`config.mk`:
```
export PLATFORM = sky130hd
export DESIGN_NAME = uart_tx_ser
export DESIGN_NICKNAME = d
export VERILOG_FILES = /design/src/rtl/uart_pkg.sv /design/src/rtl/uart_baud_tick.sv /design/src/rtl/uart_tx_ser.sv
export SDC_FILE = /design/constraint.sdc
export NUM_CORES = 1
export LEC_CHECK = 0
export ABC_AREA = 1
export CORE_UTILIZATION = 40
export DETAILED_ROUTE_END_ITERATION = 8
export PLACE_DENSITY = 0.65
export SYNTH_ARGS = -nofsm -noshare
export SYNTH_HDL_FRONTEND = slang
export SYNTH_HIERARCHICAL = 1
export SYNTH_SLANG_ARGS = --single-unit
```
`constraint.sdc`:
```
create_clock -name clk -period 2.3 [get_ports clk]
set_clock_uncertainty 0.15 [all_clocks]
set_input_delay 0.23 -clock clk [delete_from_list [all_inputs] [get_ports clk]]
set_output_delay 0.23 -clock clk [all_outputs]
set_load 0.005 [all_outputs]
```
`src/rtl/uart_pkg.sv`:
```
// Shared UART definitions: state encoding, default baud divider and data width.
package uart_pkg;

  localparam int unsigned BAUD_DIV_DEF = 434;
  localparam int unsigned BIT_CNT      = 8;

  typedef enum logic [2:0] {
    IDLE   = 3'd0,
    FETCH  = 3'd1,
    LOAD   = 3'd2,
    START  = 3'd3,
    DATA   = 3'd4,
    PARITY = 3'd5,
    STOP   = 3'd6
  } state_t;

endpackage

```
`src/rtl/uart_baud_tick.sv`:
```
// Bit-period counter with enable and sync clear; tick on the last cycle of each bit,
// pre_tick one cycle earlier. Shared with the future RX block.
module uart_baud_tick
  import uart_pkg::*;
#(
  parameter int unsigned DIV = BAUD_DIV_DEF
) (
  input  logic clk,
  input  logic rst_n,
  input  logic en,
  input  logic clr,
  output logic tick_c,
  output logic pre_tick_c
);

  localparam int unsigned CNT_W = (DIV > 1) ? $clog2(DIV) : 1;

  logic [CNT_W-1:0] cnt;

  assign tick_c     = en && (cnt == CNT_W'(DIV - 1));
  assign pre_tick_c = en && (cnt == CNT_W'(DIV - 2));

  always_ff @(posedge clk) begin
    if (!rst_n || clr) begin
      cnt <= '0;
    end else if (en) begin
      cnt <= tick_c ? '0 : cnt + CNT_W'(1);
    end
  end

endmodule

```
`src/rtl/uart_tx_ser.sv`:
```
// UART transmit serializer: pops bytes from a 1-cycle-latency FIFO and frames them onto txd.
// Optional even parity bit is enabled by defining UART_TX_PARITY_EN.
module uart_tx_ser
  import uart_pkg::*;
#(
  parameter int unsigned BAUD_DIV  = BAUD_DIV_DEF,
  parameter int unsigned STOP_BITS = 1
) (
  input  logic       clk,
  input  logic       rst_n,
  input  logic       i_urttx_empty,
  input  logic [7:0] i_urttx_rd_dat,
  output logic       o_urttx_rd_en,
  output logic       o_uart_txd,
  output logic       o_tx_busy,
  output logic       o_byte_done
);

  if (BAUD_DIV < 2 || (STOP_BITS != 1 && STOP_BITS != 2)) begin : g_param_err
    $error("uart_tx_ser: BAUD_DIV must be >= 2 and STOP_BITS must be 1 or 2");
  end

  state_t     state;
  logic [7:0] shreg;
  logic [2:0] bit_cnt;
  logic       baud_en_c;
  logic       tick_c;
  logic       pre_tick_c;
  logic       last_stop_c;
`ifdef UART_TX_PARITY_EN
  logic       parity_bit;
`endif

  assign baud_en_c   = state inside {START, DATA, PARITY, STOP};
  assign last_stop_c = (bit_cnt == 3'(STOP_BITS - 1));

  uart_baud_tick #(.DIV(BAUD_DIV)) u_baud (
    .clk        (clk),
    .rst_n      (rst_n),
    .en         (baud_en_c),
    .clr        (!baud_en_c),
    .tick_c     (tick_c),
    .pre_tick_c (pre_tick_c)
  );

  always_ff @(posedge clk) begin
    if (!rst_n) begin
      state         <= IDLE;
      shreg         <= '0;
      bit_cnt       <= '0;
      o_urttx_rd_en <= 1'b0;
      o_uart_txd    <= 1'b1;
      o_tx_busy     <= 1'b0;
      o_byte_done   <= 1'b0;
`ifdef UART_TX_PARITY_EN
      parity_bit    <= 1'b0;
`endif
    end else begin
      o_urttx_rd_en <= 1'b0;
      o_byte_done   <= 1'b0;
      case (state)
        IDLE: begin
          if (!i_urttx_empty) begin
            state         <= FETCH;
            o_urttx_rd_en <= 1'b1;
            o_tx_busy     <= 1'b1;
          end
        end
        FETCH: state <= LOAD;
        LOAD: begin
          shreg      <= i_urttx_rd_dat;
          bit_cnt    <= '0;
          o_uart_txd <= 1'b0;
          state      <= START;
`ifdef UART_TX_PARITY_EN
          parity_bit <= ^i_urttx_rd_dat;
`endif
        end
        START: begin
          if (tick_c) begin
            o_uart_txd <= shreg[0];
            state      <= DATA;
          end
        end
        DATA: begin
          if (tick_c) begin
            shreg <= shreg >> 1;
            if (bit_cnt == 3'(BIT_CNT - 1)) begin
              bit_cnt <= '0;
`ifdef UART_TX_PARITY_EN
              o_uart_txd <= parity_bit;
              state      <= PARITY;
`else
              o_uart_txd <= 1'b1;
              state      <= STOP;
`endif
            end else begin
              bit_cnt    <= bit_cnt + 3'd1;
              o_uart_txd <= shreg[1];
            end
          end
        end
`ifdef UART_TX_PARITY_EN
        PARITY: begin
          if (tick_c) begin
            o_uart_txd <= 1'b1;
            state      <= STOP;
          end
        end
`endif
        STOP: begin
          // byte_done is registered, so it is armed one cycle before the final tick
          if (last_stop_c && pre_tick_c) o_byte_done <= 1'b1;
          if (tick_c) begin
            if (last_stop_c) begin
              bit_cnt   <= '0;
              o_tx_busy <= 1'b0;
              state     <= IDLE;
            end else begin
              bit_cnt <= bit_cnt + 3'd1;
            end
          end
        end
        default: state <= IDLE;
      endcase
    end
  end

endmodule
```
# Word-level counts from Yosys, hierarchy flattened
# Index checks and enable logic that the tools add are counted.
[word_totals]
ff_bits = 27
output_inout_bits = 4
elab_cells = 70
[op_classes]
muxes = 25
add_sub_neg = 2
eq_ne = 15
reduce_logical = 20
[ops]
columns = ["op", "count"]
rows = [
  ["3-bit two-way mux", 10],
  ["9-bit equality test (second input constant)", 2],
  ["3-bit case mux with 6 select lines", 1],
  ["8-bit case mux with 2 select lines", 1],
  ["3-bit equality test (second input constant)", 4],
  ["9-bit by 1-bit adder with 9-bit output (second input constant)", 1],
  ["9-bit two-way mux", 1],
  ["3-bit case mux with 3 select lines", 1],
  ["1-bit two-way mux", 8],
  ["8-bit two-way mux", 1],
  ["2-bit by 1-bit inequality test with 1-bit output (second input constant)", 4],
  ["3-bit by 2-bit equality test with 1-bit output (second input constant)", 2],
  ["3-bit zero test", 2],
  ["2-bit AND reduction", 3],
  ["3-bit AND reduction", 2],
  ["6-bit AND reduction", 1],
  ["3-bit nonzero test", 2],
  ["2-bit inequality test (second input constant)", 2],
  ["4-bit AND reduction", 1],
  ["2-bit nonzero test", 2],
  ["4-bit nonzero test", 1],
  ["3-bit by 1-bit adder with 3-bit output (second input constant)", 1],
  ["3-bit by 1-bit equality test with 1-bit output (second input constant)", 1],
  ["1-bit logical AND", 3],
  ["4 further kinds", 5],
]

# Logic depth before layout (Yosys ltp)
# Gate-level depths: netlist of run 1.
[logic_depth]
ltp_word = 5
mapped_depth = 18
ltp_nobuf = 17

# Modules after synthesis
# The synthesis of run 1 kept the hierarchy.
[by_module_without_submodules]
columns = ["mod", "instances", "area_per_inst_um2", "cells_per_inst", "seq_area_each_um2"]
rows = [
  ["uart_tx_ser", 1, 994.7, 154, 360.3],
  ["uart_baud_tick", 1, 535.5, 79, 180.2],
]

# Worst setup path before layout of run 1
# No wires, ideal clock.
[synth_path]
path_kind = "flip-flop to flip-flop"
from = "reg state[1]"
to = "reg state[1]"
setup_ns = 0.115
setup_slack_ns = -0.049
stages_incl_launch_ff = 19
arrival_ns = 2.084
required_time_ns = 2.035
path_buffers = 2
path_cell_list = "dfxtp_1 -> buf_6 -> nor2_4 -> nand2_2 -> buf_6 -> nand2_1 -> inv_1 -> o21ai_0 -> nand2_1 -> nor2_1 -> nand3_2 -> inv_1 -> inv_1 -> nand3_1 -> nand2_2 -> nor2_2 -> nand3_1 -> nand2_1 -> nor2_1"
[synth_via]
elab_chain_cells = 5
word_cells_on_any_way = 17
[synth_rtl]
columns = ["item", "line_no", "source"]
rows = [
  ["start: declaration", "uart_tx_ser.sv:23", "state_t state;"],
  ["start signal: assignment", "uart_tx_ser.sv:48", "state <= IDLE;"],
  ["start signal: assignment", "uart_tx_ser.sv:64", "state <= FETCH;"],
  ["start signal: assignment", "uart_tx_ser.sv:69", "FETCH: state <= LOAD;"],
  ["3-bit by 2-bit equality test with 1-bit output or 3-bit equality test (tied branches)", "uart_tx_ser.sv:34", "assign baud_en_c = state inside {START, DATA, PARITY, STOP};"],
  ["4-bit nonzero test (*)", "uart_tx_ser.sv:34", ""],
  ["net baud_en_c", "uart_tx_ser.sv:26", "logic baud_en_c;"],
  ["1-bit logical AND (*)", "uart_baud_tick.sv:20", "assign tick_c = en && (cnt == CNT_W'(DIV - 1));"],
  ["net tick_c", "uart_tx_ser.sv:27", "logic tick_c;"],
  ["2-bit by 1-bit inequality test with 1-bit output (no source line)", "-", ""],
  ["6-bit AND reduction (no source line) (*)", "-", ""],
]
# The timed path passes the listed nets; every way through them passes the cells marked *.
# A chain may end at the register's enable or synchronous reset.

# Worst setup path in the final report of run 1
[layout_path]
from = "reg state[0]"
to = "reg state[1]"
# The elaborated chain is that of the path after synthesis.

==> reports/qor.csv, run 1 <==
stage,metric,value,unit
power_and_ir_drop,Seq pwr share,37.7,%
sta,Slew @ Worst Pin,0.321,ns
global_route,gr busiest metal,met2,
detailed_routing,DRT iter0 DRCs,140,
critical_path,slowest CP cell,dfxtp_4,
placed_design,Area after DPL,1750,sq um
critical_path,"Max FO, Critical Path",6,
finish,post-route cell area,1820,sq um
run_status,outcome,"complete, no violations",
critical_path,"slowest stage delay, CP",0.39,ns
clocking,Sink Count,27,
finish,register area,549,sq um
critical_path,reg2reg setup slack,0.22,ns
detailed_routing,Routed WL,3120,um
detailed_routing,via count,1399,
clocking,Clock Latency Late Sink,0.27,ns
critical_path,crit path launch type,flop,
global_route,largest net degree at the start of global routing,16,
global_route,met3 Track Usage GR,4.29,%
power_and_ir_drop,Lkg Pwr,0.825,nW
sta,Final setup viols,0,
detailed_routing,Detailed Routing Iterations Pass 1,4,
power_and_ir_drop,Pwr Density,980,nW/um^2
critical_path,arrival time worst endpoint,2.10,ns
detailed_routing,DRC viols,0,
critical_path,WP buf/inv,4,
synth,Post-Syn Instances,233,
finish,nets,271,
global_route,met1 Usage GRT,23.3,%
synth,synth unique cells,23,
clocking,Clock transition at path regs,0.09,ns
floorplan,die width,63.9,um
clocking,CTS HTree Levels,1,
synth,synthesized net count,250,
global_route,initial antenna violation count,0,
critical_path,CP Capture Type,flop,
clocking,Num CTS Buffers,3,
floorplan,DIE HEIGHT,63.9,um
sta,post-route setup slack,0.219,ns
global_route,Total GRT Usage,17.3,%
sta,slew margin rel.,78.4,%
critical_path,Reg-to-Reg Start,state[0]$_SDFFE_PN0P_,
finish,most frequent cells in the layout,"55 x nand2_1, 35 x nor2_1, 32 x inv_1",
critical_path,Crit path max-delay family,simple AND/OR/NAND/NOR gates,
power_and_ir_drop,P_sw,0.751,mW
sta,Pins Over Slew Limit,0,
placed_design,dpl ws,0.0834,ns
hold_path,hold path cells,2,
synth,"flops & latches, synth",27,
global_route,GRT met2 Usage,27.1,%
synth,register area share after synthesis,35.3,%
clocking,hold_buf cts,0,
synth,syn_area_per_cell,6.57,sq um
synth,Synth top area share,35.3,%
floorplan,I/O pin count,15,
sta,Hold Fails Final Rpt,0,
clocking,CTS tree,built,
clocking,Root Buffer,clkbuf_8,
global_route,number of global-route vias before repair,1285,
synth,largest area contributor in the synthesized netlist,dfxtp_1,
power_and_ir_drop,Clock Power Share,15.3,%
sta,Final Cycle Share,90.5,%
finish,Layout fillers,393,
synth,"Cell Area, Synth",1530,sq um
hold_path,min-delay src,shreg[7]$_SDFFE_PN0P_,
sta,Hold Slack,0.330,ns
finish,Area Growth Syn to Fin,18.6,%
hold_path,Hold Path Sink,shreg[7]$_SDFFE_PN0P_,
critical_path,WS Path Type,reg2reg,
finish,final cell count without fillers,301,
power_and_ir_drop,Max VDD drop,0.000430,V
detailed_routing,Via density,4.65,
placed_design,Final HPWL DP,2290,um
job,Max-Cap Viols,0,
finish,multi-input logic area,843,sq um
synth,Ys Warns,6,
detailed_routing,antenna-violating nets left,0,
critical_path,"Req. time, crit path",2.32,ns
critical_path,crit path cell chain,nand2_1 > nor2_2 > inv_1 > nand2_1 > inv_1 > o21ai_2 > nand2_1 > nor2_2 > nand3_2 > inv_1 > inv_1 > nand3_1 > nand2_2 > nor2_4 > nand3_1 > nand2_1 > nor2_1,
clocking,Max Root-Sink Buffers,2,
finish,share of layout cells above drive strength 1,13.8,%
finish,"most common cell after layout, fill and taps aside",nand2_1,
synth,ranking of synthesized cells by area,"dfxtp_1 35%, nand2_1 13%, nor2_1 9.1%",
power_and_ir_drop,combinational share of power,47.0,%
critical_path,FF-to-FF End,state[1]$_SDFFE_PN0P_,
sta,final setup TNS,0,ns
power_and_ir_drop,sw frac,42.2,%
floorplan,die area,4080,sq um
hold_path,Worst Hold Class,reg2reg,
floorplan,initial core utilization,41.8,%
placed_design,gpl congestion,0.881,
sta,fmax,481,MHz
power_and_ir_drop,Cell Int Power,1.03,mW
global_route,first-pass GRT wire length,5580,um
finish,Antenna diodes,0,
sta,Final Critical Period,2.08,ns
global_route,global route overflow,0,
floorplan,core area,3660,sq um
placed_design,Port Buf Inserts,14,
placed_design,placed cell count,297,
floorplan,Rows,22,
critical_path,r2r worst-path depth,17,
detailed_routing,routed wire length per instance,10.4,um
-- per-stage QoR --
step / power (mW) / utilization, %
after global routing: 1.97 / 49.6
after CTS: 1.76 / 49.0
final: 1.78 / 49.6
after global placement: 1.48 / 47.7
after detailed placement: 1.48 / 47.7
after floorplan: 1.27 / -
-- layout make-up --
type | instances | area share (%)
tap | 48 | 3.31
sequential | 27 | 30.3
timing repair buffer | 20 | 10.2
multi-input combinational | 167 | 46.5
clock buffer | 3 | 2.27
inverter | 35 | 7.24
clock inverter | 1 | 0.276
-- repair_timing --
item	CTS	global route
buffers inserted	0	0
setup endpoints to repair	0	14
resized for setup	0	9
endpoints found under the hold margin	0	0
-- synth_stat cells (all sizes together) --
library cell,n
a21o,1
a21oi,8
and3,1
buf,4
dfxtp,27
ha,6
inv,35
nand2,60
nand3,23
nand4,2
nor2,44
nor3,3
o21ai,16
or2,1
xor2,2
-- power groups by stage --
stage / combinational, mW / sequential (mW) / clock (mW)
after CTS: 0.813 / 0.657 / 0.285
after global routing: 0.966 / 0.691 / 0.308
final: 0.836 / 0.671 / 0.272
after floorplan: 0.640 / 0.631 / 0
after detailed placement: 0.808 / 0.668 / 0
after global placement: 0.811 / 0.669 / 0
-- routing by layer --
| layer | share of wire, % | wire, um |
|---|---|---|
| met5 | 0 | 0 |
| met2 | 42 | 1320 |
| met3 | 3.2 | 101 |
| met4 | 0.87 | 27 |
| met1 | 54 | 1670 |
-- worst min-delay path: cells and delay by family, from the launching register on --
| kind | cells | cell delay [ns] |
|---|---|---|
| DFF | 1 | 0.32 |
| and+or+nand+nor | 1 | 0.06 |
| AOI/OAI and AO/OA | 1 | 0.06 |
-- how the worst max path moves through the flow --
| stage | from | endpoint | slack, ns | cells after the start |
|---|---|---|---|---|
| floorplan | state[1]$_SDFFE_PN0P_ | state[1]$_SDFFE_PN0P_ | 0.09 | 18 |
| global placement | state[0]$_SDFFE_PN0P_ | state[2]$_SDFFE_PN0P_ | 0.15 | 17 |
| detailed placement | state[0]$_SDFFE_PN0P_ | state[1]$_SDFFE_PN0P_ | 0.08 | 17 |
| CTS | state[0]$_SDFFE_PN0P_ | state[1]$_SDFFE_PN0P_ | 0.03 | 17 |
| global route | state[1]$_SDFFE_PN0P_ | state[1]$_SDFFE_PN0P_ | -0.02 | 17 |
| finish | state[0]$_SDFFE_PN0P_ | state[1]$_SDFFE_PN0P_ | 0.22 | 17 |
-- kinds of logic (layout without fill, tap and decap cells) --
group	count (synthesis)	count (layout)	share of synthesized area (%)
AO/OA/AOI/OAI	25	25	8.34
XOR/XNOR	2	2	1.14
adder cells (fa/ha/maj)	6	6	4.91
buffers and inverters	39	59	10.7
flip-flops	27	27	35.3
AND/OR/NAND/NOR	134	134	39.6
-- sequential cells by signal, indices dropped and copies added, names as in the netlist --
| register | cells |
|---|---|
| bit_cnt | 3 |
| o_byte_done | 1 |
| o_tx_busy | 1 |
| o_uart_txd | 1 |
| o_urttx_rd_en | 1 |
| shreg | 8 |
| state | 3 |
| u_baud/cnt | 9 |
Power figures use the tool's default switching activity.
==> run 2: changes to the inputs <==
--- a/config.mk
+++ b/config.mk
@@ -6,9 +6,11 @@
 export NUM_CORES = 1
 export LEC_CHECK = 0
 export ABC_AREA = 1
-export CORE_UTILIZATION = 40
+export CELL_PAD_IN_SITES_DETAIL_PLACEMENT = 1
+export CELL_PAD_IN_SITES_GLOBAL_PLACEMENT = 2
+export CORE_UTILIZATION = 28
 export DETAILED_ROUTE_END_ITERATION = 8
-export PLACE_DENSITY = 0.65
+export PLACE_DENSITY = 0.78
 export SYNTH_ARGS = -nofsm -noshare
 export SYNTH_HDL_FRONTEND = slang
 export SYNTH_HIERARCHICAL = 1
==> run 2 against run 1 <==
Power grew 3.4%. Count of clock-buffer cells in the layout grew 1. First-iteration DRC count shrank 82%. Largest cell class unchanged. Register-to-register slack gained 0.04 ns. Global-route usage shrank 2.9 points. Design area grew 2.1%. Non-clock buffer count grew 1. Worst hold slack gained 0.0044 ns. Utilization shrank 14 points. Highest routed layer unchanged. Sequential power grew 1%. Sequential share of layout area shrank 0.63 points. Via count grew 3.6%.
==> reports/qor.csv, run 2 (same netlist as run 1, synthesis figures left out) <==
stage,metric,value,unit,change
clocking,Clock Latency Late Sink,0.28,ns,about the same
floorplan,initial core utilization,29.6,%,-12 points
sta,fmax,490,MHz,+2.0%
clocking,Num CTS Buffers,3,,unchanged
finish,nets,272,,+0.37%
global_route,initial antenna violation count,0,,unchanged
detailed_routing,Via density,4.48,,-3.7%
clocking,Max Root-Sink Buffers,2,,unchanged
critical_path,"Max FO, Critical Path",6,,unchanged
global_route,first-pass GRT wire length,6820,um,+22%
power_and_ir_drop,Clock Power Share,15.4,%,about the same
hold_path,Worst Hold Class,reg2reg,,
power_and_ir_drop,Max VDD drop,0.000355,V,-17%
critical_path,CP Capture Type,flop,,
placed_design,Final HPWL DP,2990,um,+30%
critical_path,WS Path Type,reg2reg,,
sta,Pins Over Slew Limit,0,,unchanged
power_and_ir_drop,sw frac,43.2,%,+0.98 points
finish,share of layout cells above drive strength 1,15.0,%,+1.1 points
floorplan,I/O pin count,15,,unchanged
finish,biggest regs,"u_baud/cnt: 9 flops, shreg: 8 flops",,
power_and_ir_drop,combinational share of power,47.7,%,+0.7 points
clocking,Clock transition at path regs,0.11,ns,+0.02 ns
global_route,Total GRT Usage,14.4,%,-2.9 points
finish,Area Growth Syn to Fin,21.2,%,
detailed_routing,routed wire length per instance,11.7,um,+13%
placed_design,Port Buf Inserts,14,,unchanged
clocking,hold_buf cts,0,,unchanged
power_and_ir_drop,Cell Int Power,1.04,mW,+1.6%
detailed_routing,DRT iter0 DRCs,25,,-82%
floorplan,Rows,26,,+18%
floorplan,die width,75.9,um,+19%
floorplan,die area,5760,sq um,+41%
detailed_routing,Routed WL,3780,um,+21%
power_and_ir_drop,P_sw,0.795,mW,+5.8%
power_and_ir_drop,Lkg Pwr,0.826,nW,about the same
power_and_ir_drop,Pwr Density,992,nW/um^2,+1.2%
clocking,CTS HTree Levels,1,,unchanged
sta,Slew @ Worst Pin,0.364,ns,+0.0427 ns
sta,Final Critical Period,2.04,ns,-0.0409 ns
global_route,number of global-route vias before repair,1519,,+18%
power_and_ir_drop,Total Power,1.84,mW,+3.4%
finish,most frequent cells in the layout,"53 x nand2_1, 35 x nor2_1, 31 x inv_1",,
sta,Final Cycle Share,88.7,%,-1.8 points
detailed_routing,antenna-violating nets left,0,,unchanged
finish,Largest Register,u_baud/cnt,,
clocking,CTS tree,built,,
floorplan,DIE HEIGHT,75.9,um,+19%
power_and_ir_drop,Seq pwr share,36.9,%,-0.8 points
clocking,Sink Count,27,,unchanged
sta,final setup TNS,0,ns,unchanged
finish,Antenna diodes,0,,unchanged
run_status,outcome,"complete, no violations",,
finish,final core utilization,35.8,%,-14 points
sta,Final setup viols,0,,unchanged
detailed_routing,routed wl met2,1800,um,+37%
detailed_routing,Detailed Routing Iterations Pass 1,4,,unchanged
sta,Hold Fails Final Rpt,0,,unchanged
finish,"most common cell after layout, fill and taps aside",nand2_1,,
critical_path,"Req. time, crit path",2.34,ns,+0.02 ns
detailed_routing,Max Used Layer,met4,,
sta,slew margin rel.,75.7,%,-2.6 points
global_route,global route overflow,0,,unchanged
detailed_routing,DRC viols,0,,unchanged
critical_path,arrival time worst endpoint,2.08,ns,-0.02 ns
placed_design,gpl congestion,0.762,,-13%
detailed_routing,via count,1450,,+3.6%
sta,RSZ-0062 raised after global routing,no,,
job,Max-Cap Viols,0,,unchanged
floorplan,core area,5170,sq um,+41%
detailed_routing,WL met1,1880,um,+13%
finish,max FFs per register,9,,unchanged
clocking,Root Buffer,clkbuf_8,,
critical_path,crit path launch type,flop,,
global_route,largest net degree at the start of global routing,16,,unchanged
detailed_routing,metal3 WL,58,um,-43%
[run 2: final cells by class]
class | instances | area (sq um)
clock buffers | 4 | 45.0
well taps | 70 | 87.6
fillers | 680 | 3320
inverters | 35 | 131
repair buffers | 21 | 193
flip-flops and latches | 27 | 549
multi-input cells | 167 | 848
[run 2: repair_timing]
action	in CTS	in global routing
setup endpoints to repair	4	11
pin swaps	0	3
resized for setup	2	10
setup buffers	0	0
[run 2: layer usage]
metal | GRT usage (%) | vias to the layer above
met2 | 26.0 | 11
li1 | - | 771
met4 | 3.46 | 0
met1 | 17.7 | 663
met3 | 2.53 | 5
met5 | 0 | -
[run 2: worst max-delay path: stages (launching register included)]
cell and delay, ns:
dfxtp_4 0.41, nand2_2 0.08, nor2_2 0.12, inv_1 0.05, nand2_1 0.05, inv_1 0.07, o21ai_2 0.07, nand2_1 0.08
nor2_2 0.11, nand3_2 0.10, inv_2 0.08, inv_1 0.06, nand3_1 0.10, nand2_2 0.09, nor2_4 0.15, nand3_1 0.08
nand2_1 0.06, nor2_1 0.03
[run 2: stage by stage]
step / worst slack, ns / instances / hold WS [ns] / area, sq um
after global placement: 0.0681 / 320 / 0.315 / 1780
after detailed placement: 0.00257 / 320 / 0.317 / 1780
final: 0.260 / 324 / 0.335 / 1850
after floorplan: 0.0909 / 233 / 0.159 / 1530
after CTS: 0.0732 / 324 / 0.334 / 1830
after global routing: 0.0363 / 324 / 0.358 / 1850
[run 2: worst paths after layout]
check | start | endpoint | slack (ns) | cells after the start
worst min-delay path | shreg[7]$_SDFFE_PN0P_ | shreg[7]$_SDFFE_PN0P_ | 0.33 | 2
worst min register to register | shreg[7]$_SDFFE_PN0P_ | shreg[7]$_SDFFE_PN0P_ | 0.33 | 2
worst max-delay path | state[0]$_SDFFE_PN0P_ | state[2]$_SDFFE_PN0P_ | 0.26 | 17
worst max register to register | state[0]$_SDFFE_PN0P_ | state[2]$_SDFFE_PN0P_ | 0.26 | 17
[run 2: power by group through the flow]
| stage | Combinational, mW | Clock [mW] | Sequential, mW |
|---|---|---|---|
| detailed placement | 0.862 | 0 | 0.675 |
| CTS | 0.866 | 0.299 | 0.668 |
| global route | 1.01 | 0.313 | 0.696 |
| floorplan | 0.640 | 0 | 0.631 |
| finish | 0.877 | 0.284 | 0.679 |
| global placement | 0.856 | 0 | 0.677 |
==> run 3: changes to the inputs <==
--- a/config.mk
+++ b/config.mk
@@ -6,6 +6,7 @@
 export NUM_CORES = 1
 export LEC_CHECK = 0
 export ABC_AREA = 1
+export ABC_CLOCK_PERIOD_IN_PS = 2300
 export CELL_PAD_IN_SITES_DETAIL_PLACEMENT = 1
 export CELL_PAD_IN_SITES_GLOBAL_PLACEMENT = 2
 export CORE_UTILIZATION = 28
==> constraint.sdc (replaced) <==
create_clock -name clk -period 2.3 [get_ports clk]
set_clock_uncertainty 0.15 [all_clocks]
set_input_delay 0.23 -clock clk [delete_from_list [all_inputs] [get_ports clk]]
set_output_delay 0.23 -clock clk [all_outputs]
set_load 0.01 [all_outputs]
==> results of run 3 <==
The final DEF is identical to that of run 2. Status: complete, no violations.
Among the figures that moved: total power 1.84 mW -> 1.85 mW
